===== src/rtl/somador_pipeline.sv =====
`timescale 1ns/1ps
// Pipelined add/subtract of two WIDTH-bit operands, one carry-chained C-bit chunk per stage.
// Latency: STAGES cycles from input handshake to out_valid; one beat per cycle.
// Backpressure: global stall -- in_ready = !out_valid || out_ready; all stages hold when low.
// Optional SOMADOR_SATURATE_EN: clamp sum to the signed limit on overflow.
module somador_pipeline #(
    parameter int WIDTH  = 16,
    parameter int STAGES = 4
) (
    input  logic             clk,
    input  logic             rst_n,
    input  logic             in_valid,
    output logic             in_ready,
    input  logic [WIDTH-1:0] a,
    input  logic [WIDTH-1:0] b,
    input  logic             sub,
    output logic             out_valid,
    input  logic             out_ready,
    output logic [WIDTH-1:0] sum,
    output logic             cout,
    output logic             ovf
);

    localparam int C   = WIDTH / STAGES;
    localparam int L   = STAGES - 1;
    localparam int MSB = WIDTH - 1;

    logic advance;

    // Stage k consumes src_*[k]: the input port for stage 0, stage k-1's registers otherwise.
    logic [WIDTH-1:0] src_a [STAGES];
    logic [WIDTH-1:0] src_b [STAGES];
    logic [WIDTH-1:0] src_s [STAGES];
    logic             src_c [STAGES];
    logic             src_v [STAGES];

    logic [WIDTH-1:0] a_q [STAGES];
    logic [WIDTH-1:0] b_q [STAGES];
    logic [WIDTH-1:0] s_q [STAGES];
    logic             c_q [STAGES];
    logic             v_q [STAGES];

    assign advance  = !out_valid || out_ready;
    assign in_ready = advance;

    assign src_a[0] = a;
    assign src_b[0] = sub ? ~b : b;
    assign src_s[0] = '0;
    assign src_c[0] = sub;
    assign src_v[0] = in_valid;

    for (genvar k = 0; k < STAGES; k++) begin : g_stage
        logic [C:0]       chunk;
        logic [WIDTH-1:0] s_d;

        assign chunk = {1'b0, src_a[k][k*C +: C]} + {1'b0, src_b[k][k*C +: C]}
                     + {{C{1'b0}}, src_c[k]};

        always_comb begin
            s_d            = src_s[k];
            s_d[k*C +: C]  = chunk[C-1:0];
        end

        always_ff @(posedge clk or negedge rst_n) begin
            if (!rst_n) begin
                a_q[k] <= '0;
                b_q[k] <= '0;
                s_q[k] <= '0;
                c_q[k] <= 1'b0;
                v_q[k] <= 1'b0;
            end else if (advance) begin
                a_q[k] <= src_a[k];
                b_q[k] <= src_b[k];
                s_q[k] <= s_d;
                c_q[k] <= chunk[C];
                v_q[k] <= src_v[k];
            end
        end

        if (k > 0) begin : g_link
            assign src_a[k] = a_q[k-1];
            assign src_b[k] = b_q[k-1];
            assign src_s[k] = s_q[k-1];
            assign src_c[k] = c_q[k-1];
            assign src_v[k] = v_q[k-1];
        end
    end

    // Only the operand MSBs matter once the last chunk has been added.
    logic unused_opnd;
    assign unused_opnd = ^{a_q[L], b_q[L]};

    logic ovf_w;
    assign ovf_w = (a_q[L][MSB] == b_q[L][MSB]) && (s_q[L][MSB] != a_q[L][MSB]);

    assign out_valid = v_q[L];
    assign cout      = c_q[L];
    assign ovf       = ovf_w;

`ifdef SOMADOR_SATURATE_EN
    assign sum = ovf_w ? {a_q[L][MSB], {(WIDTH-1){~a_q[L][MSB]}}} : s_q[L];
`else
    assign sum = s_q[L];
`endif

endmodule


===== config.mk =====
export PLATFORM = sky130hd
export DESIGN_NAME = somador_pipeline
export DESIGN_NICKNAME = d
export VERILOG_FILES = /design/src/rtl/somador_pipeline.sv
export SDC_FILE = /design/constraint.sdc
export NUM_CORES = 1
export LEC_CHECK = 0
export CAP_MARGIN = 15
export CORE_UTILIZATION = 45
export CTS_CLUSTER_SIZE = 30
export DETAILED_ROUTE_END_ITERATION = 6
export PLACE_DENSITY = 0.66
export SLEW_MARGIN = 25
export SYNTH_ARGS = -nofsm -noshare
export SYNTH_HDL_FRONTEND = slang
export SYNTH_SLANG_ARGS = --single-unit

===== constraint.sdc =====
create_clock -name clk -period 2.46 [get_ports clk]
set_input_delay 0.615 -clock clk [delete_from_list [all_inputs] [get_ports clk]]
set_output_delay 0.615 -clock clk [all_outputs]
set_load 0.02 [all_outputs]

## Word level (Yosys, flattened, before mapping)

Cells that the tools add are included.

- Register bits: 176
- Logic and storage cells: 35
- Output and inout bits: 20
- Input bits: 37

- Mux-type cells: 1
- Bitwise operators: 1
- Reduce and logical (&&, ||, !) cells: 3
- Equality and inequality tests: 2
- Add/subtract/negate cells: 8

Operators with widths:

| operator | number |
|---|---|
| adder 4 x 4 -> 5 bit | 4 |
| adder 5 x 1 -> 5 bit | 4 |
| 2-to-1 mux 16 bit | 1 |
| inverter 16 bit | 1 |
| equality test 1 bit | 1 |
| logical AND 1 bit | 1 |
| logical NOT 1 bit | 1 |
| logical OR 1 bit | 1 |
| inequality test 1 bit | 1 |

## Logic depth before layout (Yosys ltp)

- Depth in word-level cells: 4
- Depth in mapped cells: 8
- Depth with buffers taken out: 6

## Worst setup path after synthesis

OpenSTA, ideal clock, no wires.

- Path type: input-to-reg
- Start point: input port sub
- End point: register s_q, in the netlist g_stage[1].s_d[3]
- Data required time: 2.335 ns
- Cell stages on the path: 8
- Path buffers: 2
- Data arrival time: 2.122 ns
- Library setup time: 0.125 ns
- Setup slack: 0.213 ns
- Cells stage by stage: buf_6 > buf_2 > xor2_1 > ha_1 > a21o_1 > a31oi_4 > xnor2_1 > mux2_4

- Cells in the longest elaborated chain, start to end: 3

RTL lines:

| item | RTL line | RTL |
|---|---|---|
| start: declaration | 16 | `input logic sub,` |
| 2-to-1 mux 16 bit | 47 | `assign src_b[0] = sub ? ~b : b;` |
| adder 4 x 4 -> 5 bit | 56 | `assign chunk = {1'b0, src_a[k][k*C +: C]} + {1'b0, src_b[k][k*C +: C]}` |
| adder 5 x 1 -> 5 bit (*) | 57 | `+ {{C{1'b0}}, src_c[k]};` |
| end signal: indexed assignment | 68 | `s_q[k] <= '0;` |
| end signal: indexed assignment | 74 | `s_q[k] <= s_d;` |
| end: declaration | 39 | `logic [WIDTH-1:0] s_q [STAGES];` |

Mark *: on every way between the ends. The rest lies on a longest branch, timed or not.
A chain may end at the register's enable or synchronous reset.

## Final worst setup path

- Start point: input port out_ready
- End point: output port in_ready

- Cells in the longest elaborated chain, start to end: 1

RTL lines:

| item | RTL line | RTL |
|---|---|---|
| start: declaration | 18 | `input logic out_ready,` |
| logical OR 1 bit | 43 | `assign advance = !out_valid \|\| out_ready;` |
| end: declaration | 13 | `output logic in_ready,` |

Every way passes these cells.

==> qor.yml <==
outcome: "finished, final reports clean"
maxSlewViolCount: 0
fin_util: 0.565
grt_max_degree: 71
grt_pass1_wl_um: 13200
critPathKind: "in -> out"
overflow: 0
skew_ns: 0.0133
min_period_ns: 2.23
synth_top_area_frac: 0.572
clkPwrFrac: 0.174
pwr-share-comb: 0.383
die_h_um: 99.6
required_ns: 1.85
r2r-end: "cout"
numCtsBuffers: 9
num_antenna_cells: 0
switching_share: 0.365
drive_gt1_frac: 0.0674
htreeDepth: 3
rrSetupSlack_ns: 0.60
finalSetupViolCount: 0
drt-wirelength-per-cell_um: 11.7
place_area_um2: 5020
slowest_delay_ns: 0.45
design_area_um2: 5220
synth_edf_count: 0
max_slew_margin: 0.658
clk_latency_ns: 0.36
dp.cells: 632
ir_drop_uv: 461
drt_iter0_markers: 46
cts.sinks: 98
maxCapViolCount: 0
dieWidth_um: 99.6
fp.coreArea_um2: 9240
fmax_mhz: 448
ys.flop_type: "dfrtp_1"
antenna_found_initial: 0
p_leak_nw: 2.58
worstRegToRegCells: 5
hpwlAfterDp_um: 5220
clk_path_buf_depth: 2
synthTopCellsByCount: "220 x nand2_1, 98 x dfrtp_1, 29 x o21ai_0"
first_global_vias: 2955
pin_count: 57
ys_warn_count: 0
area_delta_synth_final_pct: 21.9
gp_congestion: 0.739
syn_nets: 514
drc: 0
drtAntennaViolNets: 0
dieArea_um2: 9910
crit_fanout: 2
synth_most_common_cell: "nand2_1"
firstDrtPassIters: 4
power_switching_mw: 2.23
r2r_start: "a_q[28]"
rsz0062_at_grt: "no"
vias_per_cell: 4.68
synth-seq-cells: 98
slowest_stage: "clkdlybuf4s50_1"
wl_um: 7570
synth_top_cell_by_area: "dfrtp_1"
synth_area_um2: 4280
hold_violations: 0
async_flop_share: 1.00
cts_tree: "done"
p_int_mw: 3.89
syn_area_per_cell_um2: 9.35
synth_cell_types: 24
startpoint_type: "primary input"
synth_area_leaders: "dfrtp_1 57%, nand2_1 19%, ha_1 3.5%"
hold_class: "in -> async"
pwr-share-seq: 0.444
postSynthCellCount: 458
routed-via-count: 3032
seq_area_frac_synth: 0.572
start_util: 0.464
fin_nets: 570
port_buffers: 56
worstSetupEndpointType: "output pin"
worst_pin_slew_ns: 0.513
power_density_nw_per_um2: 1170
rows: 35
crit_arrival_ns: 1.62
finalPower_mw: 6.12
crit_path_cell_trace: "clkdlybuf4s50_1 -> nor2b_4 -> inv_2 -> dlygate4sd2_1"
grt_usage: 0.169
post-route-period-util: 0.908
clk_pin_slew_ns: 0.10
stdcell_count: 648
cts-root-buf: "clkbuf_8"
-- layout make-up --
type,count,area [µm²]
tap,129,161
timing repair buffer,68,672
sequential,98,2450
inverter,11,41.3
clock buffer,10,138
multi-input combinational,326,1690
fill,839,4020
clock inverter,6,66.3
-- placed cells by master (no fill, tap or decap), types with 2 or more instances in the layout --
master / instances
nand2_1: 220
dfrtp_1: 98
clkdlybuf4s50_1: 54
o21ai_0: 29
xnor2_1: 14
ha_1: 12
buf_4: 11
inv_1: 10
a21oi_1: 10
clkbuf_8: 10
nor2_1: 9
xor2_1: 7
fa_1: 7
a21o_1: 5
nor2b_1: 3
clkinvlp_4: 3
mux2_4: 2
buf_12: 2
-- power by group through the flow --
stage               sequential (mW)  combinational (mW)  clock (mW)
floorplan                      2.85                1.45           0
global placement               2.72                2.32           0
detailed placement             2.76                2.38           0
CTS                            2.72                2.39        1.08
global route                   2.82                2.68        1.15
finish                         2.71                2.34        1.06
-- routing by layer --
metal | wire length [µm] | global-route usage | vias to the layer above
met5 | 0 | 0 | -
met4 | 101 | 0.0611 | 0
met3 | 195 | 0.0309 | 10
met2 | 3680 | 0.293 | 38
met1 | 3600 | 0.213 | 1447
li1 | - | - | 1537
-- critical path: cells and delay by family --
| family | cells | cell delay, ns |
|---|---|---|
| simple gates | 1 | 0.18 |
| buf+inv | 3 | 0.83 |
-- registers in the layout, indices dropped and copies added (netlist names) --
register and cells:
a_q 25, c_q 3, cout 1, out_valid 1
b_q 25, sum 16, src_v 3, g_stage.s_d 24
-- worst max-delay path by stage --
stage / to / startpoint / cells after the start / slack (ns)
floorplan: g_stage[1].s_d[3] / sub / 8 / 0.21
global placement: in_ready / out_ready / 4 / -0.006
detailed placement: g_stage[1].s_d[3] / sub / 6 / -0.03
CTS: in_ready / out_ready / 4 / 0.21
global route: ovf / b_q[15] / 4 / 0.15
finish: in_ready / out_ready / 4 / 0.23
-- cells by family (layout without fill, tap and decap cells) --
logic type      count (synthesis)  count (layout)  share of synthesized area
xor+xnor                       21              21                     0.0429
compound gates                 48              48                     0.0648
fa+ha+maj                      19              19                     0.0678
mux                             2               2                    0.00701
simple gates                  236             236                      0.211
buf+inv                        34              95                     0.0342
flops                          98              98                      0.572
-- timing repair --
item / in CTS / in global routing
endpoints found under the setup margin: 1 / 0
hold buffers: 0 / 0
setup buffers: 0 / 0
gates resized for setup: 1 / 0
endpoints found under the hold margin: 0 / 0
-- metrics by stage --
| stage | hold slack, ns | setup slack, ns | TNS [ns] |
|---|---|---|---|
| after global placement | 0.449 | -0.00587 | -0.00587 |
| after detailed placement | 0.454 | -0.0261 | -0.0582 |
| final | 0.213 | 0.226 | 0 |
| after global routing | 0.245 | 0.154 | 0 |
| after CTS | 0.230 | 0.213 | 0 |
| after floorplan | 0.319 | 0.213 | 0 |
Note: power is estimated with default switching activity, not from simulation.
